[src/rtl/mmio_input_conditioner_pkg.sv]
// Shared constants for the board input conditioner: default debounce window
// and the key / switch counts on the board.
package mmio_input_conditioner_pkg;

    localparam int NUM_KEYS                = 4;
    localparam int NUM_SW                  = 10;
    localparam int DEBOUNCE_CYCLES_DEFAULT = 50000;

endpackage

[src/rtl/debounce_bit.sv]
// Purpose: two-flop synchronizer plus counter debouncer for one raw input bit.
// Latency: stable raw change visible on db after 2 + DEBOUNCE_CYCLES edges.
// Backpressure: none; free-running level path, never stalls.
module debounce_bit #(
    parameter int   DEBOUNCE_CYCLES = 50000,
    parameter int   CNT_WIDTH       = $clog2(DEBOUNCE_CYCLES) + 1,
    // Idle level of the raw pin; db is 1 whenever the pin leaves this level.
    parameter logic RESET_VAL       = 1'b0
) (
    input  logic clk,
    input  logic reset,
    input  logic raw,
    output logic db,
    output logic db_next
);

    localparam logic [CNT_WIDTH-1:0] CNT_LAST = CNT_WIDTH'(DEBOUNCE_CYCLES - 1);

    logic                 s1;
    logic                 s2;
    logic                 level;
    logic [CNT_WIDTH-1:0] cnt;
    logic [CNT_WIDTH-1:0] cnt_next;

    assign level = s2 ^ RESET_VAL;

    // db_next is exported so the parent can strobe on the same edge db moves.
    always_comb begin
        cnt_next = cnt;
        db_next  = db;
        if (level == db) begin
            cnt_next = '0;
        end else if (cnt == CNT_LAST) begin
            db_next  = level;
            cnt_next = '0;
        end else begin
            cnt_next = cnt + CNT_WIDTH'(1);
        end
    end

    always_ff @(posedge clk or posedge reset) begin
        if (reset) begin
            s1  <= RESET_VAL;
            s2  <= RESET_VAL;
            cnt <= '0;
            db  <= 1'b0;
        end else begin
            s1  <= raw;
            s2  <= s1;
            cnt <= cnt_next;
            db  <= db_next;
        end
    end

endmodule

[src/rtl/mmio_input_conditioner.sv]
// Purpose: debounce board keys/switches for MMIO; key press strobes and sticky flags.
// Latency: 2 + DEBOUNCE_CYCLES edges from a stable raw change to every output.
// Backpressure: none; event flags hold until cleared via event_clear.
module mmio_input_conditioner
    import mmio_input_conditioner_pkg::*;
#(
    parameter int DEBOUNCE_CYCLES = DEBOUNCE_CYCLES_DEFAULT,
    parameter int CNT_WIDTH       = $clog2(DEBOUNCE_CYCLES) + 1
) (
    input  logic                clk,
    input  logic                reset,
    input  logic [NUM_KEYS-1:0] key_raw,
    input  logic [NUM_SW-1:0]   sw_raw,
    output logic [NUM_KEYS-1:0] key_pressed,
    output logic [NUM_SW-1:0]   sw_out,
    output logic [NUM_KEYS-1:0] key_press_pulse,
    output logic [NUM_KEYS-1:0] key_event,
    input  logic [NUM_KEYS-1:0] event_clear
);

    logic [NUM_KEYS-1:0] key_next;
    logic [NUM_SW-1:0]   sw_next_unused;
    logic [NUM_KEYS-1:0] key_rise;

    // Keys idle high (active-low buttons), so RESET_VAL=1 also inverts them.
    for (genvar i = 0; i < NUM_KEYS; i++) begin : g_key
        debounce_bit #(
            .DEBOUNCE_CYCLES(DEBOUNCE_CYCLES),
            .CNT_WIDTH      (CNT_WIDTH),
            .RESET_VAL      (1'b1)
        ) u_db (
            .clk    (clk),
            .reset  (reset),
            .raw    (key_raw[i]),
            .db     (key_pressed[i]),
            .db_next(key_next[i])
        );
    end

    for (genvar i = 0; i < NUM_SW; i++) begin : g_sw
        debounce_bit #(
            .DEBOUNCE_CYCLES(DEBOUNCE_CYCLES),
            .CNT_WIDTH      (CNT_WIDTH),
            .RESET_VAL      (1'b0)
        ) u_db (
            .clk    (clk),
            .reset  (reset),
            .raw    (sw_raw[i]),
            .db     (sw_out[i]),
            .db_next(sw_next_unused[i])
        );
    end

    assign key_rise = key_next & ~key_pressed;

    // A new press beats a coincident clear so no press is ever lost.
    always_ff @(posedge clk or posedge reset) begin
        if (reset) begin
            key_press_pulse <= '0;
            key_event       <= '0;
        end else begin
            key_press_pulse <= key_rise;
            key_event       <= (key_event & ~event_clear) | key_rise;
        end
    end

endmodule

[config.mk]
export PLATFORM = sky130hd
export DESIGN_NAME = mmio_input_conditioner
export DESIGN_NICKNAME = d
export VERILOG_FILES = /design/src/rtl/mmio_input_conditioner_pkg.sv /design/src/rtl/debounce_bit.sv /design/src/rtl/mmio_input_conditioner.sv
export SDC_FILE = /design/constraint.sdc
export NUM_CORES = 1
export LEC_CHECK = 0
export ABC_AREA = 1
export BUFFER_PORTS_ARGS = -buffer_cell sky130_fd_sc_hd__buf_2
export CAP_MARGIN = 10
export CORE_MARGIN = 2
export CORE_UTILIZATION = 55
export CTS_BUF_LIST = sky130_fd_sc_hd__clkbuf_4 sky130_fd_sc_hd__clkbuf_8
export CTS_CLUSTER_DIAMETER = 120
export DETAILED_ROUTE_END_ITERATION = 10
export GPL_TIMING_DRIVEN = 0
export PLACE_DENSITY_LB_ADDON = 0.08
export SLEW_MARGIN = 20
export SYNTH_ARGS = -nofsm -noshare
export SYNTH_HDL_FRONTEND = slang
export SYNTH_SLANG_ARGS = --single-unit
[constraint.sdc]
create_clock -name clk -period 22.6 [get_ports clk]
set_clock_uncertainty 0.2 [all_clocks]
set_input_delay 6.78 -clock clk [delete_from_list [all_inputs] [get_ports clk]]
set_output_delay 6.78 -clock clk [all_outputs]
set_load 0.01 [all_outputs]
==> out/metrics.cfg <==
[clocking]
h-tree-depth=2
clock_sinks=288
cts_hold_buffers=0
clk_latency_ns=0.57
cts_setup_buffers=0
cts_tree=done
clk_pin_slew_worst_paths_ns=0.06
root_buffer=clkbuf_8
postCtsResizedCells=0
cts_buffer_depth=3
cts_inserted_buffers=51

[timing]
final.min_clock_period_ns=8.24
slew_viol_final=0
setup_viol=0
tns_ns=0
rsz0062_at_grt=no
slew_headroom_pct=56.9
tightest_slew_ns=0.646
hold_viol=0
finalWorstSetupSlack_ns=14.36
finalCritPeriodShare_pct=36.5
fmax_ghz=0.121

[critical_path]
path_buf_inv=2
critPathLaunchType=register
critical_path.slowest_cell=dfrtp_1
max_stage_delay_ns=0.42
worst_ep_arrival_time_ns=1.26
crit_path_max_fanout=3
critPathKind=register to primary output
path_cells=buf_4 > buf_2
critical-path-top-delay-family=flip-flops
critPathRequiredTime_ns=15.62
endpoint_kind=primary output

[pwr]
vdd_drop_max_mv=0.0482
leakagePower_uw=0.00740
pwr-share-comb_pct=3.0
intPower_uw=861
switching_share_pct=21.7
p_sw_uw=238
pwr-share-clk_pct=48.6
power_frac_seq_pct=48.3
powerDensity_mw_per_mm2=64.9

[route]
drt-pass1-iter-count=5
drtIter0Drc=698
vias=11800
wl_per_cell_um=12.0
routed_wl_um=28400
via_per_inst=5.03
drc_errors=0
ant_nets=0

[global_route]
gr-usage-all-layers_pct=21.1
antenna_found_initial=0
grt_max_degree=105
grt.overflow.total=0
grt_pass1_wl_um=51600
grt_pass1_vias=11800

[synthesis]
synth.top_cell.area_share_pct=46.5
netlist_area_mm2=0.0151
synthTopCellsByArea=dfrtp_1 (47%), nor2_1 (11%), nand2_1 (8.4%)
synth_top_area_cell=dfrtp_1
seq_area_frac_synth_pct=47.9
synth.yosys.warnings=0
synth.distinct_cells=37
avgSynthCellArea_um2=8.00
syn-num-nets=1915
syn_inst=1881
ys_seq_elements=288

[run]
drv_cap=0

[floorplan]
initial_core_util_pct=55.9
fp.dieH_um=169
core_mm2=0.0270
rows=60
die_area_mm2=0.0287
die-width_um=169
io_pins=42

[layout]
drive_gt1_share_pct=14.7
mostFrequentLayoutCell=nor2_1
area_growth_pct=12.4
seq_area_mm2=0.00722
fin_nets=2011
final_cell_mix=nor2_1 (446), nand2_1 (338), dfrtp_1 (280)
fillers=2402
diodes=0
multiInputGateArea_mm2=0.00687

[place]
place_ws_ns=14.49
dp_hpwl_um=20000
port_buffers=41
place_congestion=0.905

[status]
status=complete, no violations

[hold_path]
hp-class=register to register

-- kinds of logic after synthesis --
kind of cell	Yosys count	share of synthesized area, %
adders and majority gates	14	1.16
buffers and inverters	245	6.46
xor gates and xnor gates	113	6.77
DFF	288	47.9
and+or+nand+nor	1148	35.0
AOI/OAI and AO/OA	73	2.69
-- registers in the layout, indices dropped and copies added (netlist names) --
register,count
g_sw.u_db.level,10
key_press_pulse,4
g_sw.u_db.s1,10
key_event,4
g_sw.u_db.db,10
g_key.u_db.db,4
g_key.u_db.cnt,68
g_sw.u_db.cnt,170
g_key.u_db.s1,4
g_key.u_db.s2,4
-- worst register-to-register path, cell delays in order, from the launching register on --
cell and delay [ns]:
dfrtp_1 0.39, ha_1 0.19, nand2_1 0.10, nor2_1 0.24
nand3_1 0.15, nor3_1 0.33
-- synth_stat cells --
master,n
ha_1,14
inv_1,217
nor2_2,25
a31oi_1,2
nor2_4,18
nand3b_1,19
nor2_1,446
nand3_1,128
a21oi_1,25
nor3_1,40
inv_2,14
o21a_1,8
nand2_2,44
buf_4,14
dfstp_2,8
xnor2_1,14
nor3_2,5
nand3_4,1
dfrtp_1,280
xor2_2,4
nor3b_2,1
or2_2,6
or2_1,3
nand4_1,40
nor3b_1,13
o22ai_1,4
o21ai_1,12
nand2_4,3
a211oi_2,1
a21o_1,1
and2_1,1
a211oi_1,1
nor3_4,2
nand3_2,15
nand2_1,338
xor2_1,95
o21ai_0,19
-- power by group through the flow --
stage | registers [uW] | clock network, uW | logic (uW)
finish | 531 | 535 | 33.2
global route | 532 | 577 | 40.2
CTS | 531 | 552 | 34.7
detailed placement | 540 | 0 | 34.7
global placement | 540 | 0 | 32.9
floorplan | 539 | 0 | 24.1
-- per-stage QoR --
stage	util (%)	total power, uW	instances	area [um2]	hold WS [ns]
after global routing	62.8	1150	2357	16900	0.158
final	62.8	1100	2357	16900	0.146
after detailed placement	58.4	575	2265	15800	0.135
after global placement	58.2	573	2263	15700	0.131
after floorplan	-	563	1881	15100	0.131
after CTS	62.8	1120	2357	16900	0.148
-- layer usage --
metal / vias to the layer above / part of all wire, % / global-route usage (%)
li1: 6087 / - / -
met1: 5463 / 48 / 28.7
met2: 235 / 46 / 34.6
met3: 60 / 4.3 / 3.75
met4: 0 / 2.2 / 6.61
met5: - / 0 / 0
-- path summary, 6_finish.rpt --
| path | start | slack (ns) | endpoint | cells past startpoint |
|---|---|---|---|---|
| worst max register to register | g_key[1].u_db.cnt[0] | 20.86 | key_press_pulse[1] | 5 |
| min in group asynchronous | reset | 6.10 | g_sw[4].u_db.s1 | 2 |
| worst max-delay path | g_sw[1].u_db.db | 14.36 | sw_out[1] | 2 |
| worst min register to register | g_sw[0].u_db.s1 | 0.15 | g_sw[0].u_db.level | 0 |
| max in group asynchronous | reset | 15.13 | g_sw[1].u_db.level | 3 |
| worst min-delay path | g_sw[0].u_db.s1 | 0.15 | g_sw[0].u_db.level | 0 |
-- final cells by class --
cell class,count,area share (%)
sequential,288,42.6
timing repair buffer,43,1.54
inverter,231,5.17
multi-input combinational,1348,40.6
clock buffer,86,6.47
clock inverter,6,0.473
tap,341,2.52
buffer,14,0.621
No activity file was read; power rests on OpenSTA's default activity.
